## config.mk

```make
export PLATFORM = sky130hd
export DESIGN_NAME = pulse_stretcher
export DESIGN_NICKNAME = d
export VERILOG_FILES = /design/src/rtl/pulse_stretcher_pkg.sv /design/src/rtl/pulse_stretcher_sat_counter.sv /design/src/rtl/pulse_stretcher.sv
export SDC_FILE = /design/constraint.sdc
export NUM_CORES = 1
export LEC_CHECK = 0
export BUFFER_PORTS_ARGS = -buffer_cell sky130_fd_sc_hd__buf_2
export CAP_MARGIN = 15
export CORE_UTILIZATION = 45
export DETAILED_ROUTE_END_ITERATION = 8
export HOLD_SLACK_MARGIN = 0.02
export PLACE_DENSITY = 0.64
export SYNTH_ARGS = -nofsm -noshare
export SYNTH_HDL_FRONTEND = slang
export SYNTH_HIERARCHICAL = 1
export SYNTH_SLANG_ARGS = --single-unit
```

## constraint.sdc

```tcl
create_clock -name clock -period 4.1 [get_ports clock]
set_clock_uncertainty 0.05 [all_clocks]
set_input_delay 0 -clock clock [delete_from_list [all_inputs] [get_ports clock]]
set_output_delay 0 -clock clock [all_outputs]
set_load 0.005 [all_outputs]
```

## src/rtl/pulse_stretcher_pkg.sv

```systemverilog
// Shared types and defaults for the pulse stretcher.
// The 2-bit state encoding matches the edge detector's style.
package pulse_stretcher_pkg;

  typedef enum logic [1:0] {
    IDLE = 2'b00,
    HIGH = 2'b01,
    LOW  = 2'b10
  } state_t;

  localparam int unsigned LED_HIGH_CYCLES = 4;
  localparam int unsigned LED_LOW_CYCLES  = 2;

endpackage

```

## src/rtl/pulse_stretcher_sat_counter.sv

```systemverilog
// Up/down saturating counter with a sticky overflow flag.
// Simultaneous inc and dec cancel out.
module sat_counter #(
  parameter int unsigned W = 4
) (
  input  logic         clock,
  input  logic         reset,
  input  logic         inc,
  input  logic         dec,
  output logic [W-1:0] count,
  output logic         overflow
);

  localparam logic [W-1:0] CNT_MAX = {W{1'b1}};
  localparam logic [W-1:0] ONE     = W'(1);

  always_ff @(posedge clock or posedge reset) begin
    if (reset) begin
      count    <= '0;
      overflow <= 1'b0;
    end else if (inc && !dec) begin
      // An event arriving at saturation is dropped and remembered.
      if (count == CNT_MAX) overflow <= 1'b1;
      else                  count    <= count + ONE;
    end else if (dec && !inc && (count != '0)) begin
      count <= count - ONE;
    end
  end

endmodule

```

## src/rtl/pulse_stretcher.sv

```systemverilog
// Turns single-cycle strobes into timed level pulses separated by a fixed low gap.
// Strobes arriving during a pulse are queued in a saturating pending counter.
module pulse_stretcher
  import pulse_stretcher_pkg::*;
#(
  parameter int unsigned HIGH_CYCLES = LED_HIGH_CYCLES,
  parameter int unsigned LOW_CYCLES  = LED_LOW_CYCLES,
  parameter int unsigned CNT_W       = 8,
  parameter int unsigned PEND_W      = 4
) (
  input  logic              clock,
  input  logic              reset,
  input  logic              p,
  output logic              z,
  output logic              busy,
  output logic [PEND_W-1:0] pending,
  output logic              overflow
);

  localparam logic [CNT_W-1:0] HIGH_LOAD = CNT_W'(HIGH_CYCLES - 1);
  localparam logic [CNT_W-1:0] LOW_LOAD  = CNT_W'(LOW_CYCLES - 1);
  localparam logic [CNT_W-1:0] ONE       = CNT_W'(1);

  state_t           state;
  logic [CNT_W-1:0] timer;
  logic             low_exit;
  logic             pend_inc;
  logic             pend_dec;

  // An event seen in IDLE or at an empty LOW exit starts a pulse directly.
  assign low_exit = (state == LOW) && (timer == '0);
  assign pend_inc = p && (state != IDLE) && !(low_exit && (pending == '0));
  assign pend_dec = low_exit && (pending != '0);

  always_ff @(posedge clock or posedge reset) begin
    if (reset) begin
      state <= IDLE;
      timer <= '0;
      z     <= 1'b0;
      busy  <= 1'b0;
    end else begin
      case (state)
        IDLE: begin
          if (p) begin
            state <= HIGH;
            timer <= HIGH_LOAD;
            z     <= 1'b1;
            busy  <= 1'b1;
          end
        end
        HIGH: begin
          if (timer != '0) begin
            timer <= timer - ONE;
          end else begin
            state <= LOW;
            timer <= LOW_LOAD;
            z     <= 1'b0;
          end
        end
        LOW: begin
          if (timer != '0) begin
            timer <= timer - ONE;
          end else if ((pending != '0) || p) begin
            state <= HIGH;
            timer <= HIGH_LOAD;
            z     <= 1'b1;
          end else begin
            state <= IDLE;
            busy  <= 1'b0;
          end
        end
        default: begin
          state <= IDLE;
          timer <= '0;
          z     <= 1'b0;
          busy  <= 1'b0;
        end
      endcase
    end
  end

  sat_counter #(
    .W(PEND_W)
  ) u_pend (
    .clock   (clock),
    .reset   (reset),
    .inc     (pend_inc),
    .dec     (pend_dec),
    .count   (pending),
    .overflow(overflow)
  );

endmodule

```

==> run_results.csv <==
group,metric,value,unit
floorplanning,top_level_ports,10,
detailed_routing,viasPerCell,5.67,
cts,tritoncts,"built",
placed_design,postPlaceCellArea,1110,um^2
power_and_ir_drop,power_density,717,nW/um^2
worst_setup_path,max_stage_delay,470,ps
timing,rsz0062_at_grt,"no",
cts,cts_max_path_buffers,2,
cts,insertion_delay,290,ps
global_route,antenna_found_initial,0,
placed_design,io_buffers,9,
cts,numClockSinks,17,
logic_synthesis,async_flop_share,100,%
logic_synthesis,synth_top_area_share,40.2,%
timing,worst_slack,1030,ps
cells_and_area,fin_nets,128,
logic_synthesis,synth_ff_type,"dfrtp_1",
worst_setup_path,worst-path-buf-inv,1,
power_and_ir_drop,p_seq_share,41.3,%
global_route,grt_max_degree,17,
detailed_routing,first_iter_violations,8,
status,status,"finished clean",
logic_synthesis,synth_area_leaders,"dfrtp_1, ha_1, a21o_1",
worst_setup_path,crit_chain,"inv_1 -> ha_1 -> or4b_4 -> or2_1 -> o21a_1 -> o21a_1 -> nand2b_1 -> ha_1 -> a21o_1 -> a21oi_1 -> mux2i_1 -> xor2_1",
power_and_ir_drop,p_comb_share,47.8,%
placed_design,place_congestion,0.787,
power_and_ir_drop,p_int,0.485,mW
logic_synthesis,yosys_warnings,6,
worst_setup_path,crit_family,"simple AND/OR/NAND/NOR gates",
timing,tightest_slew,490,ps
timing,post-route-period-util,74.9,%
cells_and_area,fin_util,52.0,%
cells_and_area,fillCellCount,221,
power_and_ir_drop,switchingPower,0.340,mW
logic_synthesis,yosysSeqAreaShare,40.2,%
cells_and_area,num_antenna_cells,0,
logic_synthesis,syn_inst,109,
cells_and_area,area_growth_syn_to_layout,8.75,%
worst_setup_path,critPathSlowestCell,"or4b_4",
cts,cts.htree.levels,1,
global_route,grt_pass1_vias,818,
detailed_routing,routed_wl,2.02,mm
power_and_ir_drop,leakagePower,0.512,nW
logic_synthesis,synth_area_leader_cell,"dfrtp_1",
floorplanning,fp.dieW,50.5,um
placed_design,hpwl,1.50,mm
logic_synthesis,synthDistinctLibCells,42,
floorplanning,row_count,17,
logic_synthesis,syn_area_per_cell,9.71,um^2
cts,cts_made_buffers,3,
floorplanning,design.die.area,2550,um^2
floorplanning,start_util,47.9,%
global_route,track_usage,19.1,%
logic_synthesis,syn_area,1060,um^2
logic_synthesis,synth-seq-cells,17,
flow_run,drv_cap,0,
cells_and_area,layout_commonest_cell,"dfrtp_1",
worst_setup_path,critPathArrivalTime,3250,ps
worst_setup_path,start_kind,"register",
cells_and_area,final_cell_mix,"dfrtp_1, inv_1, buf_2, nand2_1",
cts,cts_root_buffer,"clkbuf_4",
placed_design,post-place-ws,1030,ps
floorplanning,core_area,2210,um^2
detailed_routing,wl_per_cell,13.8,um
timing,drv_slew,0,
timing,finalSetupViolations,0,
timing,post-route-min-period,3070,ps
detailed_routing,drc,0,
logic_synthesis,syn_nets,117,
detailed_routing,num_vias,833,
cts,clkTransAtPathRegs,100,ps
worst_setup_path,critPathMaxFanout,6,
cells_and_area,layout-drive-gt1-share,16.8,%
logic_synthesis,synth_edf_count,0,
timing,hold_violations,0,
power_and_ir_drop,ir_drop,352,uV
worst_setup_path,rrSetupSlack,1030,ps
power_and_ir_drop,p_sw_share,41.2,%
floorplanning,die-height,50.5,um
global_route,grt_overflow,0,
cells_and_area,post-route-cell-area,1150,um^2
power_and_ir_drop,clkPwrFrac,10.9,%
cells_and_area,multiInputGateArea,576,um^2
min_path,hold_class,"in -> reg",
detailed_routing,drtAntennaViolNets,0,
global_route,grt_pass1_wl,3.66,mm
timing,fmax,326,MHz
detailed_routing,dr.pass1.iters,4,
timing,slew_headroom,67.3,%
worst_setup_path,cp.required,4270,ps
worst_setup_path,critPathKind,"reg -> reg",
cells_and_area,sequential_cell_area,425,um^2
worst_setup_path,cp-end-kind,"register",
timing,tns,0,ps
-- path summary, 6_finish.rpt --
path | from | to | cells after the start
setup reg to reg | timer[0] | u_pend/count[3] | 12
min in group asynchronous | reset | u_pend/count[3] | 3
max in group asynchronous | reset | timer[7] | 3
setup / recovery | timer[0] | u_pend/count[3] | 12
hold / removal | p | timer[6] | 4
hold reg to reg | timer[6] | timer[6] | 2
-- final cells by class --
type                    count  area share, %
multi-input cells          79           50.0
flip-flops and latches     17           37.0
repair buffers             10           4.78
well taps                  28           3.04
inverters                   9           2.93
clock buffers               4           2.28
-- cell usage after synthesis, types with 2 or more instances --
cell and instances:
or3_1 3, a21o_1 5, or4_1 4, nand2b_1 3
o211ai_1 3, o21a_1 2, o22ai_1 2, mux2_4 2
nand2_1 6, nor3_1 5, clkbuf_1 2, inv_1 9
a21oi_1 5, nand3_1 3, xor2_1 4, nor2_1 3
o21ai_0 4, ha_1 4, dfrtp_1 17
-- worst min-delay path, delay by kind of cell --
| kind | cells | cell delay, ps |
|---|---|---|
| AND/OR/NAND/NOR | 3 | 220 |
| buffers and inverters | 1 | 150 |
-- kinds of logic (layout without fill, tap and decap cells) --
group / Yosys count / after routing / synth area share (%)
compound gates: 29 / 29 / 18.8
xor+xnor: 4 / 4 / 3.31
fa+ha+maj: 5 / 5 / 6.62
buf+inv: 13 / 23 / 5.44
flops: 17 / 17 / 40.2
mux: 3 / 3 / 3.78
simple gates: 38 / 38 / 21.9
-- flip-flops by register name, indices dropped and copies added (netlist names) --
| name | flops |
|---|---|
| busy | 1 |
| z | 1 |
| u_pend/count | 4 |
| state | 2 |
| u_pend/overflow | 1 |
| timer | 8 |
-- metal layers --
layer / global-route usage, % / wire length, um
met1: 22.4 / 931
met2: 34.2 / 1030
met3: 2.73 / 34
met4: 8.33 / 31
met5: 0 / 0
-- stage by stage --
stage	total power, mW	hold slack, ps	cells
2_1_floorplan	0.640	-271	109
3_3_place_gp	0.732	-128	142
3_5_place_dp	0.741	-128	142
4_1_cts	0.835	47.9	147
5_1_grt	0.909	122	147
6_report	0.825	55.8	147
-- timing repair --
item,4_1_cts,5_1_grt
endpoints found under the hold margin,17,0
gates resized for setup,0,0
setup buffers,0,0
hold buffers,1,0
setup endpoints to repair,0,0
-- power groups by stage --
stage | sequential [mW] | clock (mW) | combinational (mW)
6_report | 0.341 | 0.0899 | 0.394
2_1_floorplan | 0.313 | 0 | 0.327
5_1_grt | 0.358 | 0.0977 | 0.454
3_5_place_dp | 0.344 | 0 | 0.397
4_1_cts | 0.341 | 0.0931 | 0.400
3_3_place_gp | 0.340 | 0 | 0.392
Note: power is estimated with default switching activity, not from simulation.
